--- src/rtl/sha_sram_pkg.sv ---
// Shared definitions for the SHA message/digest register-file fill path.
//   NUM_BYTES : bytes per block (register-file depth)
//   ADDR_W    : register-file address width
//   byte_t    : one message byte
//   state_t   : loader FSM states
//   phys_addr : maps a fill pointer to a register-file address
package sha_sram_pkg;

  localparam int NUM_BYTES = 32;
  localparam int ADDR_W    = 5;

  typedef logic [7:0] byte_t;

  typedef enum logic [1:0] {
    FILL   = 2'd0,
    PAD    = 2'd1,
    COMMIT = 2'd2,
    HOLD   = 2'd3
  } state_t;

  // Ascending placement puts the first byte at address 0; reversed
  // placement puts it at the top of the register file.
  function automatic logic [ADDR_W-1:0] phys_addr(input logic [ADDR_W-1:0] ptr,
                                                  input logic              reverse);
    return reverse ? (ADDR_W'(NUM_BYTES - 1) - ptr) : ptr;
  endfunction

endpackage

--- src/rtl/sha_byte_loader.sv ---
// Upstream fill stage for the 32-byte SHA register file.
// Takes a byte stream, writes each byte through the register-file write
// port, zero-pads short blocks and hands a full block to the hash core.
//
// Ports:
//   clk, rst            clock (rising edge), synchronous active-high reset
//   in_valid/in_ready   byte handshake; in_data byte, in_last marks final byte
//   abort               synchronous flush of the current block
//   blk_valid/blk_ack   full block resident / consumed by the core
//   blk_len             real (non-pad) bytes in the block
//   rf_en/rf_wr/rf_addr/rf_wdata  registered register-file write port
//   dbg_state           current FSM state (sha_sram_pkg::state_t encoding)
//
// Handshake: a byte transfers on a rising clk edge where in_valid && in_ready
// are both high; in_ready never depends on in_valid, and the source must hold
// in_data/in_last stable while in_valid is high and in_ready is low.
module sha_byte_loader #(
  parameter int NUM_BYTES = 32,
  parameter int ADDR_W    = 5,
  parameter int REVERSE   = 0
) (
  input  logic              clk,
  input  logic              rst,
  input  logic              in_valid,
  output logic              in_ready,
  input  logic [7:0]        in_data,
  input  logic              in_last,
  input  logic              abort,
  output logic              blk_valid,
  input  logic              blk_ack,
  output logic [5:0]        blk_len,
  output logic              rf_en,
  output logic              rf_wr,
  output logic [ADDR_W-1:0] rf_addr,
  output logic [7:0]        rf_wdata,
  output logic [1:0]        dbg_state
);
  import sha_sram_pkg::*;

  localparam logic [ADDR_W-1:0] LAST_PTR = ADDR_W'(NUM_BYTES - 1);

  state_t            state;
  logic [ADDR_W-1:0] ptr;
  logic              accept;

  assign in_ready  = (state == FILL) && !rst && !abort;
  assign accept    = in_valid && in_ready;
  assign dbg_state = state;

  always_ff @(posedge clk) begin
    if (rst) begin
      state     <= FILL;
      ptr       <= '0;
      blk_len   <= '0;
      blk_valid <= 1'b0;
      rf_en     <= 1'b0;
      rf_wr     <= 1'b0;
      rf_addr   <= '0;
      rf_wdata  <= '0;
    end else begin
      // Write strobes are single-cycle pulses.
      rf_en <= 1'b0;
      rf_wr <= 1'b0;
      if (abort) begin
        // A strobe already on the port this cycle still lands; nothing new
        // is issued and stale bytes are left in the register file.
        state     <= FILL;
        ptr       <= '0;
        blk_len   <= '0;
        blk_valid <= 1'b0;
      end else begin
        case (state)
          FILL: begin
            if (accept) begin
              rf_en    <= 1'b1;
              rf_wr    <= 1'b1;
              rf_addr  <= phys_addr(ptr, REVERSE != 0);
              rf_wdata <= in_data;
              blk_len  <= 6'(ptr) + 6'd1;
              if (ptr == LAST_PTR) begin
                state <= COMMIT;
              end else begin
                ptr <= ptr + ADDR_W'(1);
                if (in_last) state <= PAD;
              end
            end
          end
          PAD: begin
            // ptr already points one past the last real byte.
            rf_en    <= 1'b1;
            rf_wr    <= 1'b1;
            rf_addr  <= phys_addr(ptr, REVERSE != 0);
            rf_wdata <= '0;
            if (ptr == LAST_PTR) state <= COMMIT;
            else                 ptr   <= ptr + ADDR_W'(1);
          end
          COMMIT: begin
            // On entry the final strobe is still on the port; the block is
            // only announced once that write has landed.
            if (!rf_en) begin
              state     <= HOLD;
              blk_valid <= 1'b1;
            end
          end
          HOLD: begin
            if (blk_ack) begin
              state     <= FILL;
              blk_valid <= 1'b0;
              ptr       <= '0;
              blk_len   <= '0;
            end
          end
          default: state <= FILL;
        endcase
      end
    end
  end

endmodule

--- config.mk ---
export PLATFORM = sky130hd
export DESIGN_NAME = sha_byte_loader
export DESIGN_NICKNAME = d
export VERILOG_FILES = /design/src/rtl/sha_sram_pkg.sv /design/src/rtl/sha_byte_loader.sv
export SDC_FILE = /design/constraint.sdc
export NUM_CORES = 1
export LEC_CHECK = 0
export ABC_AREA = 1
export BUFFER_PORTS_ARGS = -buffer_cell sky130_fd_sc_hd__buf_4
export CAP_MARGIN = 20
export CELL_PAD_IN_SITES_DETAIL_PLACEMENT = 0
export CELL_PAD_IN_SITES_GLOBAL_PLACEMENT = 2
export CORE_MARGIN = 2
export CORE_UTILIZATION = 27
export CTS_CLUSTER_SIZE = 24
export DETAILED_ROUTE_END_ITERATION = 7
export GPL_ROUTABILITY_DRIVEN = 0
export PLACE_DENSITY = 0.84
export SYNTH_ARGS = -nofsm -noshare
export SYNTH_HDL_FRONTEND = slang
export SYNTH_SLANG_ARGS = --single-unit
export TNS_END_PERCENT = 1
--- constraint.sdc ---
create_clock -name clk -period 1.9 [get_ports clk]
set_input_delay 0.095 -clock clk [delete_from_list [all_inputs] [get_ports clk]]
set_output_delay 0.095 -clock clk [all_outputs]
set_load 0.05 [all_outputs]
==> reports/metrics.yaml, run 1 <==
outcome: "finished, final reports clean"
cp_max_fo: 10
synthTopCellsByCount: "nor2_1 (69), nand2_1 (35), inv_1 (29), dfxtp_1 (28), o21ai_0 (18)"
timing_worst_setup_path_type: "register to register"
synth_edf_count: 0
place_ws_ps: 233.4
peakVddDrop_mv: 0.3704
antenna_found_initial: 0
synth_most_common_cell: "nor2_1"
final.min_clock_period_ps: 1647
top_layer_used: "met4"
yosysTopAreaCell: "dfxtp_1"
cts_setup_buffers: 0
yosys_most_used_dff: "dfxtp_1"
fill_cells: 585
die_x_um: 77.07
place_area_mm2: 0.001792
drt-initial-drc-count: 46
cts_resized: 0
end_kind: "register"
relSlewSlack: 0.8051
max_stage_delay_ps: 350
powerDensity_mw_per_mm2: 747.4
row_count: 26
clk_latency_ps: 280
clockBufferDepth: 2
synth_nets: 239
grt_max_degree: 17
min_path_type: "input port to register"
syn-cell-area_mm2: 0.001441
hold_viol_final: 0
ys_seq_area_frac: 0.3889
syn2layout_area_growth_pct: 29.25
postSynthAreaPerCell_um2: 6.642
ys_seq_elements: 28
cts.sinks: 28
cts-htree-levels: 1
cts_buffers: 3
fin_cells: 325
worst_slew_pin_slew_ps: 289.7
die_area_mm2: 0.005939
initial_core_util: 0.2804
ios: 39
grt_pass1_vias: 1245
track_usage: 0.1206
async_flop_share: 0
die_height_um: 77.07
clock-skew-final_ps: 2.451
critPathBufInv: 0
synth_top_family_by_area: "simple AND/OR/NAND/NOR gates"
worst_slack_ps: 253.5
synth.top_cell.area_share: 0.3889
synthCells: 217
tns_ps: 0
vias_per_cell: 4.028
met3_wirelength_um: 256
synthXorXnorAreaFrac: 0
crit_slowest_cell: "dfxtp_1"
coreArea_mm2: 0.005140
synth_simple_gate_area_share: 0.3238
crit_family: "simple AND/OR/NAND/NOR gates"
wl_met2_um: 1342
synthMuxAreaShare: 0
cpMostUsedCell: "nor2_1"
cp_cell_sequence: "ha_1 > nand2_1 > nor2_1 > ha_1 > o21ai_0 > nand3_2 > nor2_1 > nor2_1"
post_drt_wl_per_cell_um: 10.08
wl_met1_um: 1650
setup_viol: 0
ys_types: 22
crit_required_ps: 2080
post-dp-hpwl_um: 2459
clk_pin_slew_worst_paths_ps: 100
routed_wl_um: 3276
port_buffers: 38
rsz0062_at_grt: "false"
firstDrtPassIters: 4
postRouteAntennaNets: 0
grt_pass1_wl_um: 5913
layout.nets: 278
vias: 1309
final_layout_size_suffix_gt1_frac: 0.2235
synth_compound_area_frac: 0.09896
gr-total-overflow: 0
synthAdderAreaFrac: 0.06944
drc: 0
fmax_ghz: 0.6073
diodes: 0
leakage_nw: 0.9687
hold_buffers: 0
finalInstanceArea_mm2: 0.001863
slew_violations: 0
drv_cap: 0
placed_cells: 321
worst_ep_arrival_time_ps: 1830
fin_crit_sh: 0.8666
cts_tree: "built"
yosysWarnings: 0
cp-start-kind: "register"
ys_top_cells_by_area: "dfxtp_1 (39%), nor2_1 (18%), nand2_1 (9.1%)"
cts-root-buf: "clkbuf_8"
cells by family (layout without fill, tap and decap cells):
family / Yosys count / after routing
compound gates: 25 / 25
fa+ha+maj: 8 / 8
simple gates: 116 / 116
flops: 28 / 28
buf+inv: 40 / 78
flip-flops by register name (all words and copies together), names as in the netlist:
name and count:
rf_wr 1, blk_valid 1, ptr 5, rf_addr 5, dbg_state 2, blk_len 6
rf_wdata 8
placed cells by master (no fill, tap or decap), drive strengths merged:
| master | n |
|---|---|
| nor2 | 71 |
| buf | 41 |
| nand2 | 37 |
| inv | 33 |
| dfxtp | 28 |
| o21ai | 19 |
| ha | 8 |
| nand3 | 6 |
| a21oi | 4 |
| clkbuf | 3 |
| nor4 | 1 |
| a22o | 1 |
| nor3 | 1 |
| a21boi | 1 |
| bufinv | 1 |
stage by stage:
stage	hold WS, ps	power [mW]	utilization
finish	41.08	1.392	0.3625
global route	26.35	1.472	0.3625
CTS	34.94	1.413	0.3625
detailed placement	334.9	0.9270	0.3486
global placement	332.3	0.9281	0.3486
floorplan	220.6	0.8450	-
area by class of cell:
type | instances | area [um2] | area share
clock buffer | 3 | 41.29 | 0.02216
clock inverter | 1 | 30.03 | 0.01612
inverter | 33 | 123.9 | 0.06649
multi-input combinational | 149 | 711.9 | 0.3821
sequential | 28 | 560.5 | 0.3009
tap | 70 | 87.58 | 0.04701
timing repair buffer | 41 | 307.8 | 0.1652
path summary, 6_finish.rpt:
kind	startpoint	endpoint	slack (ps)	cells past startpoint
worst max-delay path	ptr[1]	ptr[4]	250	8
worst min-delay path	in_valid	rf_wr	40	2
worst max register to register	ptr[1]	ptr[4]	250	8
worst min register to register	blk_valid	blk_valid	490	2
where the power goes:
group | total [mW] | internal (mW) | switching (mW) | leakage, nW
clock network | 0.482 | 0.282 | 0.199 | 0.0357
logic | 0.281 | 0.0934 | 0.187 | 0.705
registers | 0.630 | 0.613 | 0.0168 | 0.228
per-layer routing:
layer / GRT usage / vias up
met5: 0 / -
met4: 0.02143 / 0
met3: 0.04588 / 4
met2: 0.1807 / 40
met1: 0.1667 / 538
li1: - / 727
Note: power is estimated with default switching activity, not from simulation.
==> inputs of run 2 (changes only) <==
- CORE_MARGIN: 2 -> 4
==> run 2 against run 1 <==
- global-route usage fell by 1.0 points
- critical path depth did not move
- worst setup slack got worse by 19 ps
- wire length rose by 3.8%
- die area rose by 11%
- clock skew rose by 1.3 ps
- register-to-register slack got worse by 20 ps
- cell area did not move
- combinational power barely moved
- non-clock buffer count did not move
- core utilization did not move
- via count fell by 0.31%
- largest cell class unchanged
- largest power group unchanged
==> reports/metrics.yaml, run 2 (synthesized netlist as in run 1, its figures left out) <==
crit_required_ps: 2080
max_stage_delay_ps: 360
cp_cell_sequence: "ha_1 > nand2_1 > nor2_1 > ha_1 > o21ai_0 > nand3_2 > nor2_1 > nor2_1"
drc: 0
final_layout_size_suffix_gt1_frac: 0.2235
die_area_mm2: 0.006572
clock-skew-final_ps: 3.778
clk_pin_slew_worst_paths_ps: 100
ios: 39
worst_slew_pin_slew_ps: 285.5
crit_cells: 8
firstDrtPassIters: 4
slew_violations: 0
fill_cells: 612
die_x_um: 81.07
total_power_mw: 1.391
final_cell_mix: "nor2_1 (68), buf_4 (41), nand2_1 (35), inv_1 (29), dfxtp_1 (28)"
cts_tree: "built"
crit_family: "simple AND/OR/NAND/NOR gates"
timing_worst_setup_path_type: "register to register"
cts.sinks: 28
postRouteAntennaNets: 0
initial_core_util: 0.2804
comb_power_share: 0.203
rsz0062_at_grt: "false"
grt_pass1_vias: 1221
drt-initial-drc-count: 52
clock_power_share: 0.345
p_sw_mw: 0.4022
hold_viol_final: 0
p_seq_frac: 0.452
crit_slowest_cell: "dfxtp_1"
critPathBufInv: 0
outcome: "finished, final reports clean"
post_drt_wl_per_cell_um: 10.46
fin_crit_sh: 0.8764
hold_depth: 2
final.min_clock_period_ps: 1665
cts_buffers: 3
die_height_um: 81.07
syn2layout_area_growth_pct: 29.25
clk_latency_ps: 280
gr-total-overflow: 0
peakVddDrop_mv: 0.3642
cts_resized: 0
cp_max_fo: 10
port_buffers: 38
cpMostUsedCell: "nor2_1"
relSlewSlack: 0.8079
hold-worst-slack_ps: 56.33
grt_pass1_wl_um: 5761
clockBufferDepth: 2
cp-start-kind: "register"
cts-root-buf: "clkbuf_8"
row_count: 26
vias_per_cell: 4.015
min_path_type: "input port to register"
setup_viol: 0
antenna_found_initial: 0
diodes: 0
switching_share: 0.2892
final_common_cell: "nor2_1"
rr_worst_depth: 8
vias: 1305
placed_cells: 321
fin_cells: 325
layout.nets: 278
cts_setup_buffers: 0
grt_max_degree: 17
p_int_mw: 0.9887
routed_wl_um: 3401
reg.largest.list: "rf_wdata x8, blk_len x6"
largest_register: "rf_wdata"
track_usage: 0.1101
largest_register_ffs: 8
cts-htree-levels: 1
drv_cap: 0
tns_ps: 0
leakage_nw: 0.9687
post-dp-hpwl_um: 2591
coreArea_mm2: 0.005140
worst_ep_arrival_time_ps: 1850
powerDensity_mw_per_mm2: 746.6
end_kind: "register"
fmax_ghz: 0.6005
[run 2: timing repair]
action,in CTS,in global routing
hold buffers,0,0
setup endpoints to repair,0,1
endpoints found under the hold margin,0,0
[run 2: worst register-to-register path, stage by stage, from the launching register on]
cell and delay [ps]:
dfxtp_1 360, ha_1 200, nand2_1 90, nor2_1 60
ha_1 210, o21ai_0 210, nand3_2 230, nor2_1 150
nor2_1 60
[run 2: final timing paths]
kind	from	to	slack, ps
max	ptr[1]	ptr[1]	230
min	in_valid	rf_wr	60
max reg2reg	ptr[1]	ptr[1]	230
min reg2reg	blk_valid	blk_valid	490
[run 2: cell type report]
type	count	area, um2	area share
multi-input cells	149	711.9	0.3821
flip-flops and latches	28	560.5	0.3009
well taps	70	87.58	0.04701
clock inverters	1	30.03	0.01612
clock buffers	3	41.29	0.02216
inverters	33	123.9	0.06649
repair buffers	41	307.8	0.1652
[run 2: power groups by stage]
stage / logic (mW) / registers (mW) / clock network [mW]
after floorplan: 0.126 / 0.719 / 0
after global placement: 0.285 / 0.643 / 0
after detailed placement: 0.286 / 0.643 / 0
after CTS: 0.287 / 0.630 / 0.502
after global routing: 0.315 / 0.634 / 0.520
final: 0.282 / 0.629 / 0.479
[run 2: metal layers]
metal  wire [um]  track usage  up-vias
li1            -            -      727
met1        1721       0.1553      542
met2        1418       0.1757       34
met3         244      0.02106        2
met4          15      0.02027        0
met5           0            0        -
[run 2: per-stage QoR]
stage	utilization	cell area, um2	setup WS, ps
2_1_floorplan	-	1444	73.99
3_5_place_dp	0.3486	1792	214.8
4_1_cts	0.3625	1863	199.4
3_3_place_gp	0.3486	1792	233.2
5_1_grt	0.3625	1863	4.633
6_report	0.3625	1863	234.8
==> inputs of run 3 (changes only) <==
- PLACE_DENSITY: 0.84 -> 0.75
==> run 3 against run 2 <==
- first-iteration DRC count decreased by 19%
- register-to-register slack about the same
- count of clock-buffer cells in the layout unchanged
- cell area increased by 0.47%
- die area unchanged
- non-clock buffer count increased by 1
- worst setup slack got worse by 8.3 ps
- via count increased by 3.6%
- hold slack got worse by 10 ps
- core utilization increased by 0.17 points
- clock skew increased by 2.2 ps
- largest cell class unchanged
==> reports/metrics.yaml, run 3 (synthesized netlist as in run 1, its figures left out) <==
cp_max_fo: 14
clockBufferDepth: 2
relSlewSlack: 0.8133
die_height_um: 81.07
leakage_nw: 0.9746
track_usage: 0.1148
grt_max_degree: 17
clk_pin_slew_worst_paths_ps: 100
min_path_type: "input port to register"
ios: 39
final_layout_size_suffix_gt1_frac: 0.2305
p_int_mw: 0.9898
cts-htree-levels: 1
setup_viol: 0
coreArea_mm2: 0.005140
slew_violations: 0
end_kind: "register"
grt_pass1_vias: 1352
final.min_clock_period_ps: 1674
powerDensity_mw_per_mm2: 745.3
multiInputGateArea_um2: 711.9
grt_pass1_wl_um: 5996
firstDrtPassIters: 4
postRouteAntennaNets: 0
outcome: "finished, final reports clean"
cp-start-kind: "register"
clk_latency_ps: 280
comb_power_share: 0.205
p_sw_mw: 0.4054
hp-start: "in_valid"
fill_cells: 608
tns_ps: 0
die_area_mm2: 0.006572
cts.sinks: 28
peakVddDrop_mv: 0.5029
antenna_found_initial: 0
vias_per_cell: 4.147
cts-root-buf: "clkbuf_8"
crit_required_ps: 2080
drv_cap: 0
reg.largest.list: "rf_wdata x8, blk_len x6"
row_count: 26
vias: 1352
fin_crit_sh: 0.8808
clock_power_share: 0.345
hold_viol_final: 0
fmax_ghz: 0.5975
routed_wl_um: 3578
worst_slew_pin_slew_ps: 279.0
switching_share: 0.2906
die_x_um: 81.07
final_common_cell: "nor2_1"
reg2reg_from: "dbg_state[0]"
port_buffers: 38
drc: 0
post-dp-hpwl_um: 2653
fin_util: 0.3642
hold_buffers: 0
layout.nets: 279
startpoint: "dbg_state[0]"
largest_register_ffs: 8
clock-skew-final_ps: 5.931
post_drt_wl_per_cell_um: 10.98
cts_buffers: 3
seq_area_um2: 561.8
syn2layout_area_growth_pct: 29.86
initial_core_util: 0.2804
final_cell_mix: "nor2_1 (68), buf_4 (42), nand2_1 (35), inv_1 (29), dfxtp_1 (27)"
largest_register: "rf_wdata"
rsz0062_at_grt: "false"
timing_worst_setup_path_type: "register to register"
gr-total-overflow: 0
p_seq_frac: 0.451
drt-initial-drc-count: 42
cts_tree: "built"
worst_ep_arrival_time_ps: 1860
diodes: 0
## run 3: cell count changes in the layout (fill, tap and decap cells not counted), sizes merged
cell  delta
buf      +1
## run 3: layout make-up
cell class	count	area share
sequential	28	0.3001
clock buffer	3	0.02206
tap	70	0.04679
inverter	33	0.06618
clock inverter	1	0.01604
multi-input combinational	149	0.3803
timing repair buffer	42	0.1684
## run 3: worst paths after layout
check                     to  cells after the start  slack [ps]
setup / recovery  rf_addr[2]                      8         230
hold / removal         rf_wr                      2          50
setup reg to reg  rf_addr[2]                      8         230
hold reg to reg    blk_valid                      2         490
## run 3: layer usage
layer,GRT usage,vias to the layer above,routed length [um]
met5,0,-,0
li1,-,729,-
met3,0.02993,6,200
met4,0.03547,0,61
met2,0.1954,31,1583
met1,0.1411,586,1734
## run 3: stage by stage
step	instance area [um2]	hold WS [ps]	power (mW)	cells	setup slack, ps
6_report	1872	45.96	1.395	326	226.4
5_1_grt	1872	45.98	1.471	326	15.34
4_1_cts	1871	39.32	1.423	326	181.7
3_5_place_dp	1799	339.5	0.9321	322	193.7
3_3_place_gp	1799	334.2	0.9318	322	211.8
2_1_floorplan	1444	220.6	0.8450	217	73.99
## run 3: power by group through the flow
stage | Combinational (mW) | Clock, mW | Sequential, mW
2_1_floorplan | 0.126 | 0 | 0.719
3_3_place_gp | 0.289 | 0 | 0.643
3_5_place_dp | 0.289 | 0 | 0.643
4_1_cts | 0.291 | 0.503 | 0.630
5_1_grt | 0.317 | 0.521 | 0.633
6_report | 0.286 | 0.481 | 0.629
## run 3: critical path, cell delays in order (launching register included)
cell	delay, ps
dfxtp_1	440
inv_1	110
ha_1	270
nor2_1	130
nor2_1	60
nand2_2	210
inv_2	180
nor2_1	130
nor2_1	50
## run 3: repair_timing
action,CTS,global route
resized for setup,0,1
endpoints found under the setup margin,0,4
setup buffers,0,0
